`config.mk`:
```
export PLATFORM = sky130hd
export DESIGN_NAME = mem_port_arbiter
export DESIGN_NICKNAME = d
export VERILOG_FILES = /design/src/rtl/mem_port_arbiter.sv
export SDC_FILE = /design/constraint.sdc
export NUM_CORES = 1
export LEC_CHECK = 0
export CORE_ASPECT_RATIO = 0.8
export CORE_MARGIN = 1.5
export CORE_UTILIZATION = 42
export CTS_CLUSTER_DIAMETER = 200
export CTS_CLUSTER_SIZE = 40
export DETAILED_ROUTE_END_ITERATION = 8
export GPL_ROUTABILITY_DRIVEN = 0
export PLACE_DENSITY = 0.89
export SLEW_MARGIN = 20
export SYNTH_ARGS = -nofsm -noshare
export SYNTH_HDL_FRONTEND = slang
export SYNTH_SLANG_ARGS = --single-unit
```
`constraint.sdc`:
```
create_clock -name clk -period 4.85 [get_ports clk]
set_input_delay 0.97 -clock clk [delete_from_list [all_inputs] [get_ports clk]]
set_output_delay 0.97 -clock clk [all_outputs]
set_load 0.01 [all_outputs]
```
`src/rtl/mem_port_arbiter.sv`:
```
// mem_port_arbiter: shares one single-ported memory bus between the fetch port
// and the memory-stage data port. One port is granted at a time; the granted
// port sees a one-cycle ack together with the read data on the handshake cycle.
// A wait-state watchdog forces completion of hung transactions.
//
// Build option: define MEM_ARB_FAIR_EN for round-robin arbitration in IDLE.
// Without it, the data port has fixed priority when both ports request.
module mem_port_arbiter #(
   parameter int AW       = 32,
   parameter int DW       = 32,
   parameter int MAX_WAIT = 255,
   parameter int CW       = 8
) (
   input  logic          clk,
   input  logic          reset,
   input  logic          if_req,
   input  logic [AW-1:0] if_addr,
   output logic [DW-1:0] if_rdata,
   output logic          if_ack,
   input  logic          d_req,
   input  logic          d_we,
   input  logic [AW-1:0] d_addr,
   input  logic [DW-1:0] d_wdata,
   output logic [DW-1:0] d_rdata,
   output logic          d_ack,
   output logic          bus_valid,
   output logic          bus_we,
   output logic [AW-1:0] bus_addr,
   output logic [DW-1:0] bus_wdata,
   input  logic          bus_ready,
   input  logic [DW-1:0] bus_rdata,
   output logic          stall_f,
   output logic          stall_m,
   output logic          err,
   output logic          err_sticky
);

   typedef enum logic [1:0] {
      IDLE   = 2'd0,
      GNT_IF = 2'd1,
      GNT_D  = 2'd2
   } arbState_t;

   // Instruction returned to the fetch port when a fetch is aborted.
   localparam logic [DW-1:0] NOP_INSTR = DW'(32'h0000_0013);

   arbState_t     state;
   logic [CW-1:0] waitCnt;
   logic          timeout;
   logic          done;
   logic          idleWantsData;
   logic          grantIf;
   logic          grantD;
   logic          goIdle;

`ifdef MEM_ARB_FAIR_EN
   // 1 = the most recent grant went to the data port.
   logic          lastGntData;
`endif

   // A granted cycle with no bus_ready at the wait limit is forced to complete.
   assign timeout = bus_valid && !bus_ready && (waitCnt == CW'(MAX_WAIT));
   assign done    = bus_valid && (bus_ready || timeout);
   assign err     = timeout;

   assign if_ack  = done && (state == GNT_IF);
   assign d_ack   = done && (state == GNT_D);

   assign if_rdata = !if_ack ? '0 : (timeout ? NOP_INSTR : bus_rdata);
   assign d_rdata  = (d_ack && !bus_we && !timeout) ? bus_rdata : '0;

   // Stalls are gated by reset so an abandoned access releases the pipeline at once.
   assign stall_f = reset && if_req && !if_ack;
   assign stall_m = reset && d_req && !d_ack;

`ifdef MEM_ARB_FAIR_EN
   assign idleWantsData = d_req && (!if_req || !lastGntData);
`else
   assign idleWantsData = d_req;
`endif

   // Decide the grant/release taken on the coming edge.
   always_comb begin
      // NOTE: defaults first so every path assigns every output and no latch is inferred.
      grantIf = 1'b0;
      grantD  = 1'b0;
      goIdle  = 1'b0;
      case (state)
         IDLE: begin
            if (idleWantsData)  grantD  = 1'b1;
            else if (if_req)    grantIf = 1'b1;
         end
         GNT_IF: begin
            if (done) begin
               if (d_req) grantD = 1'b1;
               else       goIdle = 1'b1;
            end
         end
         GNT_D: begin
            if (done) begin
               if (if_req) grantIf = 1'b1;
               else        goIdle  = 1'b1;
            end
         end
         default: goIdle = 1'b1;
      endcase
   end

   // Arbiter state, registered bus outputs and the wait-state watchdog.
   // NOTE: state uses non-blocking assignments and an asynchronous active-low reset
   // so bus_valid drops the moment reset asserts.
   always_ff @(posedge clk or negedge reset) begin
      if (!reset) begin
         state      <= IDLE;
         bus_valid  <= 1'b0;
         bus_we     <= 1'b0;
         bus_addr   <= '0;
         bus_wdata  <= '0;
         waitCnt    <= '0;
         err_sticky <= 1'b0;
`ifdef MEM_ARB_FAIR_EN
         lastGntData <= 1'b0;
`endif
      end else begin
         if (timeout) err_sticky <= 1'b1;

         if (grantD) begin
            state     <= GNT_D;
            bus_valid <= 1'b1;
            bus_we    <= d_we;
            bus_addr  <= d_addr;
            bus_wdata <= d_wdata;
            waitCnt   <= '0;
`ifdef MEM_ARB_FAIR_EN
            lastGntData <= 1'b1;
`endif
         end else if (grantIf) begin
            state     <= GNT_IF;
            bus_valid <= 1'b1;
            bus_we    <= 1'b0;
            bus_addr  <= if_addr;
            bus_wdata <= '0;
            waitCnt   <= '0;
`ifdef MEM_ARB_FAIR_EN
            lastGntData <= 1'b0;
`endif
         end else if (goIdle) begin
            state     <= IDLE;
            bus_valid <= 1'b0;
         end else if (bus_valid) begin
            // Granted and not done means bus_ready was low this cycle.
            waitCnt <= waitCnt + 1'b1;
         end
      end
   end

endmodule
```
# After elaboration in Yosys (flattened, before gate mapping)
# Cells that the tools add are included.
# totals
register_bits	77
in_bits	134
out_inout_bits	136
elab_cells	65
# op_classes
n_addsub	1
eq_ne	4
mux	31
n_reduce_logical	22
# ops
operator	n
$mux W32	7
$mux W8	4
$mux W1	14
$logic_and A1 B1 Y1	11
$add A8 B1 Y8 const B	1
$eq A8 B8 Y1 const B	1
$mux W2	3
$reduce_bool A3 Y1	2
$logic_not A1 Y1	5
$pmux W1 S2	2
$ne A3 B3 Y1 const B	1
$pmux W1 S3	1
$eq A2 B1 Y1 const B	1
$eq A2 B2 Y1 const B	1
$logic_not A2 Y1	1
$reduce_and A2 Y1	1
$reduce_bool A2 Y1	1
$logic_or A1 B1 Y1	1

# Depth between registers and ports, before layout
# logic_depth
ltp_word	10
ltp_mapped	9

# Least setup slack after synthesis
# OpenSTA, ideal clock, no wires.
# synth_timing
kind	input to output
from	input port bus_ready
to	output port stall_m
arrival_time_ns	1.728
required_time_ns	3.880
slack_ns	2.152
stages	4
n_path_buf	1
path_cell_list	clkbuf_1 > a21oi_1 > nor2_1 > nor2_1
# synth_between
elab_chain_cells	8
# synth_lines
item	line	source
start: declaration	30	input logic bus_ready,
$logic_not A1 Y1	62	assign timeout = bus_valid && !bus_ready && (waitCnt == CW'(MAX_WAIT));
$logic_and A1 B1 Y1 (2 in series)	62	
$logic_or A1 B1 Y1 (*)	63	assign done = bus_valid && (bus_ready || timeout);
$logic_and A1 B1 Y1 (*)	63	
$logic_and A1 B1 Y1 (*)	67	assign d_ack = done && (state == GNT_D);
via d_ack	25	output logic d_ack,
$logic_not A1 Y1 (*)	74	assign stall_m = reset && d_req && !d_ack;
$logic_and A1 B1 Y1 (*)	74	
end: declaration	33	output logic stall_m,
# The timed path passes the listed nets; every way through them passes the cells marked *.

# Worst setup path after layout
# layout_timing
from	input port bus_ready
to	output port d_rdata[1]
# layout_between
elab_chain_cells	9
elab_cells_between_ends	10
# layout_lines
item	line	source
$logic_not A1 Y1	62	
$logic_and A1 B1 Y1 (2 in series)	62	
$logic_or A1 B1 Y1	63	
$logic_and A1 B1 Y1	63	
$logic_and A1 B1 Y1	67	
$logic_and A1 B1 Y1	70	assign d_rdata = (d_ack && !bus_we && !timeout) ? bus_rdata : '0;
$logic_and A1 B1 Y1 (*)	70	
$mux W32 (*)	70	
end: declaration	24	output logic [DW-1:0] d_rdata,
# Mark *: on every way between the ends. The rest lies on a longest branch, timed or not.

==> metrics <==
status=finished, final reports clean; Starting DRT DRC Count=275; drt pass-1 iters=4; total grt overflow=0; # diodes=0; fillcell total=850; layout cells sized above 1=10.0%; slowest stage cell on the critical path=nor3b_2; clk sinks=77; Worst setup EP type=output pin; root buffer cell=clkbuf_16; Final Cycle Share=87.4%; fin nets=861; Hold Crit Class=in -> async; setup repair bufs after CTS=0; routed wire length per instance=18.9 µm; Vias/cell=5.49; Max Clk Rate=236 MHz; core area=10900 µm²; Max Transition Viols Final=0; final non-filler cell total=872; worst slack, placed=0.669 ns; largest net degree at the start of global routing=73; area of the multi-input gates=2500 µm²; sw frac=38.1%; Worst Slack Setup Final=0.611 ns; placed cell count=856; Unique masters post-synth=47; Crit path arrival time=3.27 ns; initial antenna violation count=0; clock insertion delay at the later pin of the skew report=0.33 ns; total CTS buffers=9; row count=34; total global-route track usage=27.6%; Final TNS setup=0 ns; top cell type by total area after synthesis=dfrtp_1; Die Span Y=97.5 µm; full die area=11800 µm²; HPWL Detailed=12.1 mm; Pint=2.54 mW; vias in the first global route=4840; top post-synthesis cells by area=dfrtp_1, and2_1, a31o_1; power share of the combinational group=54.5%; Clk pwr share=17.9%; Net Count, Synth=623; pwr dens=531 nW/µm²; Total Wirelength=16.5 mm; die width=121 µm; Synth Area per Inst=9.67 µm²; first-pass GRT wire length=25.5 mm; CTS tree=built; Crit Path Class=in -> out; Clock Path Buffers=2; # DRC=0; CP Cell Sequence=clkdlybuf4s50_1 -> buf_4 -> nor3b_2 -> buf_4 -> and2_1 -> clkdlybuf4s50_1; Max Cap Viol=0; placed cell areas=7390 µm²; via count=4789; Worst-Margin Slew=0.993 ns; cell area after layout=7720 µm²; FF+latch count, synth=77; Clock transition at path regs=0.06 ns; antenna-violating nets left=0; Tmin final=4.24 ns; Crit path largest cell delay=0.61 ns; final core occ=70.9%; startpoint class of the critical path=input port; clock skew=0.00451 ns; Setup violations, final=0; share of power burned in registers=27.6%; PortBufs=269; Fin. Hold Viols=0; RSZ-0062 raised after global routing=false; cell count after synthesis=485; Max H-tree Level=3; I/O Pins=270; LEAKAGE=2.93 nW; hold_buf cts=0; area grow syn2layout=64.5%; Initial Utilization=43.1%; register area share after synthesis=41.1%; Hold Slack=0.451 ns; synth warn=0; Synth Cell Area=4690 µm²; CP max FO=19; total power=4.10 mW; area share of the largest cell type after synthesis=41.1%; Rel. slew slack=33.8%; critical path data required time=3.88 ns; Seq. cell area=1930 µm²; peak supply drop=0.238 mV; CTS resizes=0; NetSw=1.56 mW
-- synth_stat cells (all sizes together) --
master   count
buf         22
a211oi       3
o2111ai      1
nand2       13
nand3        6
and3         2
or3          2
a21boi       1
o22ai        2
dfrtp       77
o21ai       37
nor4         1
a31o        33
nand3b       1
inv          7
nor3        35
and4         1
nand2b       2
a211o        3
o31ai        1
and2        63
nor2         5
ha           4
and4b        1
a21o         3
clkbuf      29
a21oi       12
o221a        1
a2111oi      1
o2111a       1
a2bb2oi      1
nor3b       35
or2          4
o22a         2
o21a         1
mux2i        1
o211ai       4
a31oi       35
or3b        32
-- state kept, by name (all words and copies together), names as in the netlist --
signal,cells
err_sticky,1
waitCnt,8
bus_we,1
bus_addr,32
bus_valid,1
state,2
bus_wdata,32
-- layout make-up --
class	instances	area share, %
clock buffer	10	2.97
clock inverter	6	1.23
inverter	7	0.341
multi-input combinational	350	32.4
sequential	77	25.0
tap	144	2.34
timing repair buffer	278	35.7
-- final timing paths --
| path | start | to | slack (ns) | cells past startpoint |
|---|---|---|---|---|
| min in group clk | err_sticky$_DFFE_PN0P_ | err_sticky$_DFFE_PN0P_ | 0.48 | 1 |
| worst min-delay path | reset | waitCnt[7]$_DFFE_PN0P_ | 0.45 | 1 |
| worst max register to register | state[0]$_DFFE_PN0P_ | bus_wdata[19]$_DFFE_PN0P_ | 2.18 | 7 |
| worst max-delay path | bus_ready | d_rdata[1] | 0.61 | 6 |
| max in group asynchronous | reset | bus_addr[27]$_DFFE_PN0P_ | 3.28 | 2 |
| worst min register to register | err_sticky$_DFFE_PN0P_ | err_sticky$_DFFE_PN0P_ | 0.48 | 1 |
-- per-layer routing --
metal / vias up / track usage, % / routed length (µm)
li1: 2259 / - / -
met5: - / 0 / 0
met3: 32 / 7.10 / 1220
met2: 168 / 47.6 / 8030
met4: 0 / 8.51 / 373
met1: 2330 / 33.9 / 6840
-- kinds of logic after synthesis --
| kind of cell | synth area share (%) |
|---|---|
| and+or+nand+nor | 27.8 |
| AOI/OAI and AO/OA | 23.7 |
| DFF | 41.1 |
| buffers and inverters | 6.14 |
| adders and majority gates | 1.07 |
| muxes | 0.213 |
-- power groups by stage --
stage               registers, mW  logic, mW  clock network (mW)
floorplan                    1.23       1.09                   0
global placement             1.12       2.16                   0
detailed placement           1.14       2.24                   0
CTS                          1.13       2.24               0.747
global route                 1.17       2.40               0.776
finish                       1.13       2.23               0.733
-- cell usage in the layout (no fill, tap or decap), types with 5 or more instances in the layout --
master | synthesis | layout
dfrtp_1 | 77 | 77
and2_1 | 63 | 63
buf_4 | 4 | 10
nand2_1 | 13 | 12
nor3b_1 | 35 | 34
a31oi_2 | 23 | 22
inv_1 | 7 | 7
a21oi_1 | 11 | 11
nor2_1 | 5 | 5
nand3_1 | 6 | 6
a31o_1 | 33 | 33
clkbuf_16 | 0 | 9
or3b_2 | 17 | 17
nor3_1 | 35 | 35
or3b_1 | 15 | 15
clkdlybuf4s50_1 | 0 | 268
o21ai_0 | 36 | 36
a31oi_1 | 12 | 12
-- critical path: cells and delay by family --
| family | cells | cell delay [ns] |
|---|---|---|
| buf+inv | 4 | 1.53 |
| simple gates | 2 | 0.76 |
No activity file was read; power rests on OpenSTA's default activity.
